<file path="src/rtl/cd_pkg.sv">
// Shared definitions for the countdown timer controller: state encoding and
// default register width.
package cd_pkg;

  localparam int CD_W = 6;

  typedef enum logic [1:0] {
    CD_IDLE  = 2'd0,
    CD_RUN   = 2'd1,
    CD_PAUSE = 2'd2,
    CD_ALARM = 2'd3
  } cd_state_e;

endpackage

</file>
<file path="src/rtl/cd_preset_counter.sv">
// Saturating up/down preset register. Exposes the next value so the owner can
// mirror it into other registers on the same edge.
module cd_preset_counter #(
  parameter int W           = cd_pkg::CD_W,
  parameter int DEFAULT_SEC = 30,
  parameter int MAX_SEC     = 59
) (
  input  logic         clk,
  input  logic         rst,
  input  logic         inc,
  input  logic         dec,
  input  logic         hold,
  output logic [W-1:0] value,
  output logic [W-1:0] value_nxt
);

  always_comb begin
    // NOTE: default assignment first so every path drives value_nxt and no latch is inferred.
    value_nxt = value;
    if (!hold) begin
      if (inc && !dec && value < W'(MAX_SEC))
        value_nxt = value + 1'b1;
      else if (dec && !inc && value > W'(1))
        value_nxt = value - 1'b1;
    end
  end

  // NOTE: reset is sampled on the clock edge (synchronous, active-low), and
  // sequential state uses non-blocking assignments only.
  always_ff @(posedge clk) begin
    if (!rst) value <= W'(DEFAULT_SEC);
    else      value <= value_nxt;
  end

endmodule

</file>
<file path="src/rtl/countdown_ctrl.sv">
// Countdown timer sequencer: preset handling, run/pause/cancel control and a
// buzzer that sounds for a fixed number of ticks after expiry.
module countdown_ctrl
  import cd_pkg::*;
#(
  parameter int W           = CD_W,
  parameter int DEFAULT_SEC = 30,
  parameter int MAX_SEC     = 59,
  parameter int BUZZ_TICKS  = 3
) (
  input  logic         clk,
  input  logic         rst,
  input  logic         tick_1hz,
  input  logic         btn_start,
  input  logic         btn_pause,
  input  logic         btn_cancel,
  input  logic         btn_inc,
  input  logic         btn_dec,
  output logic [W-1:0] remaining,
  output logic [W-1:0] preset,
  output logic [1:0]   state,
  output logic         buzz,
  output logic         done
);

  localparam int BC_W = $clog2(BUZZ_TICKS + 1);

  cd_state_e         state_q;
  logic [BC_W-1:0]   buzz_cnt;
  logic [W-1:0]      preset_nxt;
  logic              preset_hold;

  // Start in the same cycle as inc/dec freezes the preset so the run uses the old value.
  assign preset_hold = (state_q != CD_IDLE) || btn_start;
  assign state       = state_q;

  cd_preset_counter #(
    .W           (W),
    .DEFAULT_SEC (DEFAULT_SEC),
    .MAX_SEC     (MAX_SEC)
  ) u_preset (
    .clk       (clk),
    .rst       (rst),
    .inc       (btn_inc),
    .dec       (btn_dec),
    .hold      (preset_hold),
    .value     (preset),
    .value_nxt (preset_nxt)
  );

  always_ff @(posedge clk) begin
    if (!rst) begin
      state_q   <= CD_IDLE;
      remaining <= W'(DEFAULT_SEC);
      buzz      <= 1'b0;
      done      <= 1'b0;
      buzz_cnt  <= '0;
    end else begin
      done <= 1'b0;
      case (state_q)
        CD_IDLE: begin
          if (btn_start) begin
            state_q   <= CD_RUN;
            remaining <= preset;
          end else begin
            remaining <= preset_nxt;
          end
        end

        CD_RUN: begin
          if (btn_cancel) begin
            state_q   <= CD_IDLE;
            remaining <= preset;
          end else if (btn_pause) begin
            state_q <= CD_PAUSE;
          end else if (tick_1hz) begin
            if (remaining > W'(1)) begin
              remaining <= remaining - 1'b1;
            end else begin
              state_q   <= CD_ALARM;
              remaining <= '0;
              done      <= 1'b1;
              buzz      <= 1'b1;
              buzz_cnt  <= BC_W'(BUZZ_TICKS);
            end
          end
        end

        CD_PAUSE: begin
          if (btn_cancel) begin
            state_q   <= CD_IDLE;
            remaining <= preset;
          end else if (btn_start) begin
            state_q <= CD_RUN;
          end
        end

        CD_ALARM: begin
          // Silencing by button and the last buzzer tick share the same exit.
          if (btn_start || btn_cancel || (tick_1hz && buzz_cnt <= BC_W'(1))) begin
            state_q   <= CD_IDLE;
            remaining <= preset;
            buzz      <= 1'b0;
            buzz_cnt  <= '0;
          end else if (tick_1hz) begin
            buzz_cnt <= buzz_cnt - 1'b1;
          end
        end

        default: state_q <= CD_IDLE;
      endcase
    end
  end

endmodule

</file>
<file path="config.mk">
export PLATFORM = sky130hd
export DESIGN_NAME = countdown_ctrl
export DESIGN_NICKNAME = d
export VERILOG_FILES = /design/src/rtl/cd_pkg.sv /design/src/rtl/cd_preset_counter.sv /design/src/rtl/countdown_ctrl.sv
export SDC_FILE = /design/constraint.sdc
export NUM_CORES = 1
export LEC_CHECK = 0
export CAP_MARGIN = 20
export CORE_ASPECT_RATIO = 0.75
export CORE_MARGIN = 5
export CORE_UTILIZATION = 40
export DETAILED_ROUTE_END_ITERATION = 8
export PLACE_DENSITY_LB_ADDON = 0.2
export SETUP_SLACK_MARGIN = 0.1
export SLEW_MARGIN = 5
export SYNTH_ARGS = -nofsm -noshare
export SYNTH_HDL_FRONTEND = slang
export SYNTH_SLANG_ARGS = --single-unit
</file>
<file path="constraint.sdc">
create_clock -name clk -period 2.6 [get_ports clk]
set_input_delay 0.52 -clock clk [delete_from_list [all_inputs] [get_ports clk]]
set_output_delay 0.52 -clock clk [all_outputs]
set_load 0.01 [all_outputs]
</file>
# After elaboration in Yosys (flattened, before gate mapping)
# Cells that the tools add are included.
[classes]
n_addsub = 4
n_lt_le_gt_ge = 4
reduce_logical = 18
n_eq_ne = 14
mux = 31
n_bitwise = 3
[op_table]
columns = ["cell", "n"]
rows = [
  ["6-bit 2-to-1 mux", 10],
  ["6-bit case mux with 4 select lines", 1],
  ["2-bit 2-to-1 mux", 11],
  ["6-bit by 1-bit > comparator with 1-bit output, second input constant", 2],
  ["2-bit != test, second input constant", 6],
  ["6-bit AND reduction", 2],
  ["6-bit by 1-bit subtractor with 6-bit output, second input constant", 2],
  ["3-bit != test, second input constant", 3],
  ["4-bit != test, second input constant", 2],
  ["2-bit case mux with 4 select lines", 1],
  ["6-bit by 1-bit adder with 6-bit output, second input constant", 1],
  ["6-bit less-than comparator, second input constant", 1],
  ["1-bit 2-to-1 mux", 6],
  ["1-bit logical AND", 5],
  ["5-bit OR reduction", 1],
  ["2-bit equality test, second input constant", 2],
  ["2-bit case mux with 2 select lines", 1],
  ["4-bit AND reduction", 1],
  ["2-bit nonzero test", 2],
  ["1-bit logical OR", 3],
  ["1-bit NOT", 3],
  ["3-bit AND reduction", 1],
  ["2-bit by 1-bit equality test with 1-bit output, second input constant", 1],
  ["2-bit by 1-bit <= comparator with 1-bit output, second input constant", 1],
  ["other kinds (4)", 5],
]
[totals]
wordCells = 80
out_inout_bits = 16
register_bits = 18

# Longest topological paths before layout
[depth]
ltp_word = 8
mapped_depth = 7
depth_no_buf = 7

# Hierarchy
# A second synthesis with hierarchy kept.
[unflattened]
hier_cells = 194
area_unflattened_um2 = 1537.7
[modules_own_cells]
columns = ["module", "cells_each", "area_per_inst_um2", "instances", "seq_area_each_um2"]
rows = [
  ["countdown_ctrl", 137, 1012.2, 1, 240.2],
  ["cd_preset_counter", 57, 525.5, 1, 120.1],
]

# Worst setup path after synthesis
# Ideal clock, no wire load.
[synth_timing]
kind = "reg-to-reg"
from = "reg u_preset.value[0]"
to = "reg remaining[0]"
period_less_slack_ns = 2.066
slack_ns = 0.534
t_arrival_ns = 1.980
path_buffers = 0
stages_incl_launch_ff = 7
required_ns = 2.514
path_cell_list = "dfxtp_1 -> ha_1 -> or2_2 -> a21oi_1 -> o21a_4 -> mux2_4 -> a221oi_2"
[synth_between]
elab_chain_len = 7
word_cells_on_any_way = 14
classes_between = "add/sub (2); order compare (2); mux (8); reduce/logical (2)"
[synth_lines]
columns = ["item", "line", "text"]
rows = [
  ["start, declared", "cd_preset_counter.sv:13", "output logic [W-1:0] value,"],
  ["start signal, assigned", "cd_preset_counter.sv:31", "if (!rst) value <= W'(DEFAULT_SEC);"],
  ["start signal, assigned", "cd_preset_counter.sv:32", "else value <= value_nxt;"],
  ["6-bit by 1-bit > comparator with 1-bit output", "cd_preset_counter.sv:23", "else if (dec && !inc && value > W'(1))"],
  ["1-bit logical AND", "cd_preset_counter.sv:23", ""],
  ["6-bit 2-to-1 mux", "cd_preset_counter.sv:23", ""],
  ["6-bit 2-to-1 mux", "cd_preset_counter.sv:21", "if (inc && !dec && value < W'(MAX_SEC))"],
  ["6-bit 2-to-1 mux", "cd_preset_counter.sv:20", "if (!hold) begin"],
  ["6-bit 2-to-1 mux", "countdown_ctrl.sv:62", "if (btn_start) begin"],
  ["6-bit case mux with 4 select lines (*)", "countdown_ctrl.sv:60", "case (state_q)"],
  ["end signal, assigned", "countdown_ctrl.sv:64", "remaining <= preset;"],
  ["end signal, assigned", "countdown_ctrl.sv:66", "remaining <= preset_nxt;"],
  ["end signal, assigned", "countdown_ctrl.sv:73", "remaining <= preset;"],
  ["end, declared", "countdown_ctrl.sv:19", "output logic [W-1:0] remaining,"],
]
# Mark *: on every way between the ends. The rest lies on a longest branch, timed or not. The select of a mux whose other input is x is not followed.
# A chain may end at the register's enable or synchronous reset.

# Worst setup path after layout
[layout_timing]
from = "reg state_q[1], in the netlist state[1]"
to = "out state[1]"
[layout_rtl]
columns = ["item", "line", "text"]
rows = [
  ["start, declared", "countdown_ctrl.sv:28", "cd_state_e state_q;"],
  ["start signal, assigned", "countdown_ctrl.sv:53", "state_q <= CD_IDLE;"],
  ["start signal, assigned", "countdown_ctrl.sv:63", "state_q <= CD_RUN;"],
  ["start signal, assigned", "countdown_ctrl.sv:72", "state_q <= CD_IDLE;"],
  ["end, declared", "countdown_ctrl.sv:21", "output logic [1:0] state,"],
]
# No word-level cell between the ends.

==> flow_summary.ini <==
[outcome]
status = complete, no violations

[sta]
fin_skew_ns = 0.00162
tightest_slew_ns = 0.664
finalHoldViolations = 0
fin_crit_sh_pct = 84.2
setup_violations = 0
fin_ws_ns = 0.412
drv_slew = 0
maxSlewHeadroom_pct = 55.7
fin_setup_tns_ns = 0
fmax_mhz = 457
min_period_ns = 2.19
rsz0062_at_grt = false

[drt]
drc = 0
drt_first_pass_iters = 4
viasPerCell = 5.65
wl_per_cell_um = 15.6
wirelength_um = 4030
drt_iter0_markers = 202
via_count = 1457
antenna_left = 0

[layout]
drive_above_1_share_pct = 11.7
diodes = 0
finalNetCount = 221
area_delta_synth_final_pct = 22.1

[flow_run]
maxCapViolCount = 0

[grt]
antenna_found_initial = 0
grt_usage_pct = 16.1
grt_overflow_total = 0
grt_pass1_vias = 1290
grt_pass1_wl_um = 6560
grt_max_degree = 21

[synthesis]
yosys_most_used_dff = dfxtp_1
synth.ff_latch_count = 18
ys_warn_count = 0
synth_compound_area_share_pct = 26.5
synth_top_family_by_area = compound AO/OA/AOI/OAI gates
synth_xor_area_share_pct = 4.77
syn_area_um2 = 1470
synth_area_per_cell_um2 = 7.93
synth-simple-area-share_pct = 25.4
synthArstFlopShare_pct = 0
synth_edf_count = 0
synth-adder-area-share_pct = 5.12
synth.distinct_cells = 51
syn_inst = 185
synthesis.nets = 199
synthMuxAreaShare_pct = 6.73
yosysSeqAreaShare_pct = 24.6

[power_and_ir_drop]
total_power_mw = 0.821
p_per_area_nw_per_um2 = 458
p_leak_nw = 0.676
vdd_drop_max_mv = 0.237

[setup_path]
cp_top_family = flip-flops
cp-end-kind = primary output
arrival_ns = 1.67
start_kind = register
worstSetupPathType = register to primary output
path_buf_inv = 1
worst-path-max-fanout = 20
critPathRequiredTime_ns = 2.08
slowest_stage = dfxtp_1
max_stage_delay_ns = 0.75
crit_chain = clkdlybuf4s50_1
cp-startpoint = state[1]
r2r_start = remaining[0]

[placement]
portBuffers = 23
dp.final_hpwl_um = 3000
gp_congestion = 0.918
pre_cts_ws_ns = 0.178

[min_path]
hold_path.class = register to register
worstHoldStart = buzz

[clock_tree]
cts_tree = built
clkLatencyLatePin_ns = 0.26
postCtsResizedCells = 0
clkTransAtPathRegs_ns = 0.07
cts_buffers = 3
h-tree-depth = 1
root_buffer = clkbuf_8
ctsHoldBuffers = 0
cts_max_path_buffers = 2
clock-sinks = 18
cts_setup_buffers = 0

[die]
start_util_pct = 40.9
rows = 19
die_h_um = 62.5
die_x_um = 79.9
dieArea_um2 = 4990
pin_count = 24
coreArea_um2 = 3590
## placed cells by master, fill, tap and decap left out, types with 4 or more instances in the layout
cell	count
dfxtp_1	18
ha_1	6
nor3_1	10
mux2i_1	5
inv_1	10
clkbuf_8	4
nand2_1	18
buf_4	5
clkdlybuf4s50_1	23
xnor2_1	5
o21bai_1	4
nor2_1	13
a21oi_1	10
or3_1	4
o21ai_0	5
nand3_1	5
## worst reg2reg max path, cell delays in order (launching register included)
cell	delay, ns
dfxtp_1	0.42
inv_1	0.10
ha_1	0.26
o21bai_1	0.37
nor2_1	0.17
o311a_1	0.39
a31oi_1	0.17
a2bb2oi_1	0.18
## sequential cells by signal, indices dropped and copies added (netlist names)
name,cells
done,1
buzz_cnt,2
buzz,1
state,2
remaining,6
u_preset.value,6
## kinds of logic after synthesis
logic type	count (synthesis)
simple gates	72
compound gates	51
buf+inv	21
flops	18
mux	9
xor+xnor	8
fa+ha+maj	6
## stage by stage
| step | std cells | utilization, % | hold WS [ns] | area [um2] |
|---|---|---|---|---|
| after global routing | 258 | 49.9 | 0.526 | 1790 |
| after CTS | 258 | 49.9 | 0.493 | 1790 |
| final | 258 | 49.9 | 0.484 | 1790 |
| after floorplan | 185 | - | 0.494 | 1470 |
| after detailed placement | 254 | 48.4 | 0.480 | 1740 |
| after global placement | 254 | 48.4 | 0.485 | 1740 |
## cell usage after synthesis (4+ instances only)
cell	number	share of area, %
a21oi_1	10	3.4
clkbuf_1	7	1.8
dfxtp_1	18	25
ha_1	6	5.1
inv_1	10	2.6
mux2i_1	5	3.4
nand2_1	18	4.6
nand3_1	5	1.7
nor2_1	13	3.3
nor3_1	10	3.4
o21ai_0	5	1.7
o21bai_1	4	2.0
or3_1	4	1.7
xnor2_1	5	3.0
## worst paths after layout
| path | slack (ns) | cells after the start | endpoint |
|---|---|---|---|
| max | 0.41 | 1 | state[1] |
| min | 0.48 | 2 | buzz |
| max reg2reg | 0.45 | 7 | remaining[4] |
| min reg2reg | 0.48 | 2 | buzz |
## metal layers
layer | vias to the layer above | GRT usage [%] | wire [um] | part of all wire, %
met2 | 48 | 22.2 | 1700 | 42
met4 | 0 | 3.38 | 24 | 0.60
met1 | 678 | 24.6 | 2040 | 51
li1 | 727 | - | - | -
met3 | 4 | 4.18 | 260 | 6.5
met5 | - | 0 | 0 | 0
## cell type report
cell class / instances / area, um2
Fill cell: 333 / 1800
Clock buffer: 4 / 55.1
Multi-Input combinational cell: 146 / 1010
Sequential cell: 18 / 360
Inverter: 10 / 37.5
Tap cell: 52 / 65.1
Timing Repair Buffer: 28 / 268
## report_power, final
part           total [mW]  internal (mW)  switching, mW
Clock               0.234          0.135         0.0990
Combinational       0.251          0.126          0.125
Sequential          0.336          0.295         0.0410
Total               0.821          0.556          0.265
(Power assumes the default switching activity.)
